## src/rtl/dm_arbiter_pkg.sv

```systemverilog
// Shared definitions for the data-memory arbiter:
//   state_e     - arbiter FSM states (idle, memory access in flight, completion pulse)
//   OWN_CPU/DBG - owner encodings; also the bit index of each requester in the
//                 request vector handed to the round-robin picker
//   cnt_width   - width of the access-cycle down-counter for a given latency
package dm_arbiter_pkg;

   typedef enum logic [1:0] {
      ST_IDLE   = 2'd0,
      ST_ACCESS = 2'd1,
      ST_DONE   = 2'd2
   } state_e;

   localparam logic OWN_CPU = 1'b0;
   localparam logic OWN_DBG = 1'b1;

   // Down-counter has to hold MEM_LAT-1; one spare bit keeps MEM_LAT=1 legal.
   function automatic int cnt_width(input int lat);
      return $clog2(lat) + 1;
   endfunction

endpackage

```

## src/rtl/dm_arbiter_rr_arb2.sv

```systemverilog
// Two-way round-robin picker, purely combinational.
// Ports:
//   req_i   [1:0] requests, bit OWN_CPU = CPU, bit OWN_DBG = debug
//   last_i        requester granted most recently
//   gnt_o         index of the chosen requester (only meaningful when valid_o)
//   valid_o       at least one request present
module rr_arb2
   import dm_arbiter_pkg::*;
(
   input  logic [1:0] req_i,
   input  logic       last_i,
   output logic       gnt_o,
   output logic       valid_o
);

   always_comb begin
      gnt_o   = OWN_CPU;
      valid_o = |req_i;
      unique case (req_i)
         2'b01:   gnt_o = OWN_CPU;
         2'b10:   gnt_o = OWN_DBG;
         // Contention: whoever was not served last time wins.
         2'b11:   gnt_o = ~last_i;
         default: gnt_o = OWN_CPU;
      endcase
   end

endmodule

```

## src/rtl/dm_arbiter.sv

```systemverilog
// Data-memory arbiter. Shares the single-port data memory between the CPU
// load/store path and the debug/program-loader port, one access at a time,
// each access taking MEM_LAT memory cycles followed by a one-cycle done pulse.
// Ports:
//   clk, rst_n                       clock, asynchronous active-low reset
//   cpu_req/we/addr/wdata            CPU request (level, held until cpu_done)
//   cpu_rdata, cpu_done, cpu_stall   CPU load data, completion pulse, stall
//   dbg_req/we/addr/wdata            debug request (level, held until dbg_done)
//   dbg_rdata, dbg_done              debug read data, completion pulse
//   mem_adr/we/wdata, mem_rdata      data-memory interface
//   busy, owner                      not idle; current/last grant (0=CPU, 1=DBG)
module dm_arbiter
   import dm_arbiter_pkg::*;
#(
   parameter int AW      = 16,
   parameter int DW      = 16,
   parameter int MEM_LAT = 2
) (
   input  logic          clk,
   input  logic          rst_n,
   input  logic          cpu_req,
   input  logic          cpu_we,
   input  logic [AW-1:0] cpu_addr,
   input  logic [DW-1:0] cpu_wdata,
   output logic [DW-1:0] cpu_rdata,
   output logic          cpu_done,
   output logic          cpu_stall,
   input  logic          dbg_req,
   input  logic          dbg_we,
   input  logic [AW-1:0] dbg_addr,
   input  logic [DW-1:0] dbg_wdata,
   output logic [DW-1:0] dbg_rdata,
   output logic          dbg_done,
   output logic [AW-1:0] mem_adr,
   output logic          mem_we,
   output logic [DW-1:0] mem_wdata,
   input  logic [DW-1:0] mem_rdata,
   output logic          busy,
   output logic          owner
);

   localparam int            CW       = cnt_width(MEM_LAT);
   localparam logic [CW-1:0] CNT_INIT = CW'(MEM_LAT - 1);

   state_e        state_q, state_d;
   logic [CW-1:0] cnt_q, cnt_d;
   logic          owner_q, owner_d;
   logic          we_q, we_d;
   logic          mem_we_q, mem_we_d;
   logic [AW-1:0] mem_adr_q, mem_adr_d;
   logic [DW-1:0] mem_wdata_q, mem_wdata_d;
   logic [DW-1:0] cpu_rdata_q, cpu_rdata_d;
   logic [DW-1:0] dbg_rdata_q, dbg_rdata_d;
   logic          cpu_done_q, cpu_done_d;
   logic          dbg_done_q, dbg_done_d;

   logic          arb_gnt;
   logic          arb_valid;

   rr_arb2 u_rr (
      .req_i   ({dbg_req, cpu_req}),
      .last_i  (owner_q),
      .gnt_o   (arb_gnt),
      .valid_o (arb_valid)
   );

   always_ff @(posedge clk or negedge rst_n) begin
      if (!rst_n) begin
         state_q     <= ST_IDLE;
         cnt_q       <= '0;
         owner_q     <= OWN_DBG;  // CPU wins the first tie after reset
         we_q        <= 1'b0;
         mem_we_q    <= 1'b0;
         mem_adr_q   <= '0;
         mem_wdata_q <= '0;
         cpu_rdata_q <= '0;
         dbg_rdata_q <= '0;
         cpu_done_q  <= 1'b0;
         dbg_done_q  <= 1'b0;
      end else begin
         state_q     <= state_d;
         cnt_q       <= cnt_d;
         owner_q     <= owner_d;
         we_q        <= we_d;
         mem_we_q    <= mem_we_d;
         mem_adr_q   <= mem_adr_d;
         mem_wdata_q <= mem_wdata_d;
         cpu_rdata_q <= cpu_rdata_d;
         dbg_rdata_q <= dbg_rdata_d;
         cpu_done_q  <= cpu_done_d;
         dbg_done_q  <= dbg_done_d;
      end
   end

   always_comb begin
      state_d     = state_q;
      cnt_d       = cnt_q;
      owner_d     = owner_q;
      we_d        = we_q;
      mem_we_d    = 1'b0;
      mem_adr_d   = mem_adr_q;
      mem_wdata_d = mem_wdata_q;
      cpu_rdata_d = cpu_rdata_q;
      dbg_rdata_d = dbg_rdata_q;
      cpu_done_d  = 1'b0;
      dbg_done_d  = 1'b0;

      unique case (state_q)
         ST_IDLE: begin
            if (arb_valid) begin
               state_d = ST_ACCESS;
               cnt_d   = CNT_INIT;
               owner_d = arb_gnt;
               if (arb_gnt == OWN_DBG) begin
                  we_d        = dbg_we;
                  mem_adr_d   = dbg_addr;
                  mem_wdata_d = dbg_wdata;
               end else begin
                  we_d        = cpu_we;
                  mem_adr_d   = cpu_addr;
                  mem_wdata_d = cpu_wdata;
               end
               // Write strobe lives only in the first ACCESS cycle, so a
               // store hits the memory exactly once however long MEM_LAT is.
               mem_we_d = we_d;
            end
         end

         ST_ACCESS: begin
            if (cnt_q == '0) begin
               state_d = ST_DONE;
               if (owner_q == OWN_DBG) begin
                  dbg_done_d = 1'b1;
                  if (!we_q) dbg_rdata_d = mem_rdata;
               end else begin
                  cpu_done_d = 1'b1;
                  if (!we_q) cpu_rdata_d = mem_rdata;
               end
            end else begin
               cnt_d = cnt_q - CW'(1);
            end
         end

         ST_DONE: begin
            state_d = ST_IDLE;
         end

         default: begin
            state_d = ST_IDLE;
         end
      endcase
   end

   assign mem_adr   = mem_adr_q;
   assign mem_we    = mem_we_q;
   assign mem_wdata = mem_wdata_q;
   assign cpu_rdata = cpu_rdata_q;
   assign dbg_rdata = dbg_rdata_q;
   assign cpu_done  = cpu_done_q;
   assign dbg_done  = dbg_done_q;
   assign cpu_stall = cpu_req & ~cpu_done_q;
   assign busy      = (state_q != ST_IDLE);
   assign owner     = owner_q;

endmodule

```

## config.mk

```make
export PLATFORM = sky130hd
export DESIGN_NAME = dm_arbiter
export DESIGN_NICKNAME = d
export VERILOG_FILES = /design/src/rtl/dm_arbiter_pkg.sv /design/src/rtl/dm_arbiter_rr_arb2.sv /design/src/rtl/dm_arbiter.sv
export SDC_FILE = /design/constraint.sdc
export NUM_CORES = 1
export LEC_CHECK = 0
export CAP_MARGIN = 0
export CORE_UTILIZATION = 39
export CTS_CLUSTER_SIZE = 14
export DETAILED_ROUTE_END_ITERATION = 6
export HOLD_SLACK_MARGIN = 0.02
export PLACE_DENSITY = 0.86
export SLEW_MARGIN = 20
export SYNTH_ARGS = -nofsm -noshare
export SYNTH_HDL_FRONTEND = slang
export SYNTH_SLANG_ARGS = --single-unit
```

## constraint.sdc

```tcl
create_clock -name clk -period 2.3 [get_ports clk]
set_input_delay 0.575 -clock clk [delete_from_list [all_inputs] [get_ports clk]]
set_output_delay 0.575 -clock clk [all_outputs]
set_load 0.02 [all_outputs]
```

==> out/summary.txt, run 1 <==
Initial antenna violation count: 0
Antenna cells: 0
Clock skew: 0.008814 ns
Crit. End Element: output pin
Routed len/inst: 15.98 um
CP Class: reg -> out
Port-buffer cells: 155
Hpwl dp: 6453 um
CP top delay family: buffers and inverters
Final hold viol count: 0
Clock transition at the registers of the reported paths: 0.08 ns
Mapped Nets: 373
Yosys Warn Count: 0
Die H: 91.81 um
First-pass GRT wire length: 13550 um
Starting DRC count in detailed routing: 87
Post-DP Area: 4845 sq um
Post-Syn Instances: 286
Worst slew pin tran: 0.4524 ns
DR DRC count: 0
R2R Path End: dbg_rdata[9]
R2r worst-path depth: 6
Final WS setup: 0.09689 ns
RSZ-0062 raised after global routing: no
P_leak: 2.182 nW
Final RePlAce weighted congestion: 0.7208
Die W: 91.81 um
Core area: 7767 sq um
Initial Util: 0.4050
Final wirelength: 8759 um
Worst hold slack: 0.1664 ns
CTS H-tree lvls: 3
Peak supply drop: 0.0005212 V
Gr ovfl total: 0
Tmin final: 2.203 ns
R2R Setup Slk: 0.45 ns
CTS root buffer: clkbuf_8
Share of layout cells above drive strength 1: 0.1502
Clk sinks: 73
Final setup fails: 0
Fillers: 602
Slew Viols, Final: 0
Number of global-route vias before repair: 2799
Area delta synth->final: 61.22%
Buf/Inv on CP: 1
Net count, final: 528
Setup_tns: 0 ns
CTS Buf Count: 9
Gr usage total: 0.2106
FP Rows: 32
Syn_area_per_cell: 11.00 sq um
WP data required: 1.73 ns
Seq/Total Area, Yosys: 0.5811
Outcome: complete, no violations
CP Data Arrival Time: 1.63 ns
Die area: 8428 sq um
Crit-path max cell delay: 0.65 ns
Crit-path max FO: 9
Finished Layout Cells: 548
Hold crit path type: in -> async
Pin count of the biggest net entering global routing: 39
CP Launch Type: register
Count of cell types in the netlist: 28
Via/cell ratio: 5.082
CTS tree: yes
Clk_lat worst skew: 0.34 ns
FF+latch count, synth: 73
Placed cell count: 532
Final Cycle Share: 0.9579
Worst path depth: 1
Max-cap viol count: 0
Max_slew headroom: 0.6984
Clock Path Buffers: 2
Slowest CP cell: clkdlybuf4s50_1
Power per Cell Area: 1390 nW/um^2
IO Count: 156
Mapped Area: 3146 sq um
ANT nets after route: 0
Vias post-DR: 2785
Cell area after layout: 5071 sq um
Peak Freq: 0.4539 GHz
Worst-path cell chain: clkdlybuf4s50_1
DRT Pass-1 Iters: 4
Pre-CTS setup slack: -0.04737 ns
Launch point of the worst reg-to-reg path: cnt_q[0]
# hold bufs at CTS: 0
## area by class of cell
class / count / area (sq um) / area share
sequential: 73 / 1828 / 0.3605
timing repair buffer: 167 / 1675 / 0.3304
multi-input combinational: 185 / 1194 / 0.2354
clock buffer: 10 / 137.6 / 0.02714
tap: 102 / 127.6 / 0.02517
clock inverter: 6 / 90.09 / 0.01776
inverter: 5 / 18.77 / 0.003701
## cells by family (layout without fill, tap and decap cells)
logic type,count (synthesis),in the layout,synth area share
AND/OR/NAND/NOR,78,78,0.1078
buffers and inverters,28,188,0.04296
adder cells (fa/ha/maj),1,1,0.003977
multiplexers,34,34,0.1329
AO/OA/AOI/OAI,72,72,0.1313
flip-flops,73,73,0.5811
## timing repair
item / CTS / global route
resized for setup: 1 / 0
setup buffers: 0 / 0
setup endpoints to repair: 1 / 0
## layout by cell type, fill, tap and decap left out, types with 2 or more instances in the layout
master,instances
clkdlybuf4s50_1,153
dfrtp_1,72
nand2_1,65
a21oi_1,36
a31oi_1,33
mux2_2,22
mux2_4,10
clkbuf_8,10
buf_4,10
inv_1,5
buf_12,3
nor2b_1,2
nor2_1,2
mux2i_1,2
bufinv_16,2
## cells in the mapped netlist (all sizes together)
cell type,count,area share
buf,8,0.019
o2bb2ai,1,0.0028
and2,1,0.0020
nand2,65,0.078
a31oi,33,0.066
inv,5,0.0060
nand3b,1,0.0064
dfstp,1,0.0084
nand2b,1,0.0020
a21bo,1,0.0032
nor3b,1,0.0024
a21oi,36,0.057
mux2i,2,0.0064
a21boi,1,0.0024
or3b,1,0.0028
nor2b,2,0.0040
nor2,3,0.0036
clkbuf,15,0.018
mux2,32,0.13
and3,1,0.0020
ha,1,0.0040
dfrtp,72,0.57
or2,1,0.0020
nor3,1,0.0032
## sequential cells by signal (all words and copies together), names as in the netlist
register	flops
cpu_rdata	16
dbg_rdata	16
mem_adr	16
mem_wdata	16
cnt_q	2
state_q	2
cpu_done	1
dbg_done	1
mem_we	1
owner	1
we_q	1
## report_power, final
group	leakage (nW)	switching, mW	total [mW]	internal, mW
Clock	0.113	0.498	1.14	0.644
Sequential	0.855	0.376	2.30	1.92
Combinational	1.21	1.80	3.61	1.81
Total	2.18	2.67	7.05	4.37
## layer usage
layer  up-vias  part of all wire  GRT usage
met5         -                 0          0
met4         0             0.021     0.1003
met3        15             0.066    0.04975
met2       134              0.48     0.3546
met1      1335              0.43     0.2549
li1       1301                 -          -
## worst max path at each step
stage	slack, ns	startpoint	to
floorplan	0.44	state_q[0]	busy
global placement	-0.06	cpu_req	cpu_stall
detailed placement	-0.05	cpu_req	cpu_stall
CTS	0.09	owner	owner
global route	0.05	owner	owner
finish	0.1	owner	owner
## metrics by stage
step                power (mW)    util
finish                   7.047  0.6529
global route             7.446  0.6529
CTS                      7.113  0.6529
detailed placement       5.966  0.6237
global placement         5.823  0.6237
floorplan                4.191       -
No activity file was read; power rests on OpenSTA's default activity.
==> inputs of run 2 (changes only) <==
Settings changed: GPL_TIMING_DRIVEN from default to 1.
==> results of run 2 <==
No change in the layout: final DEF, timing and power equal those of run 1.
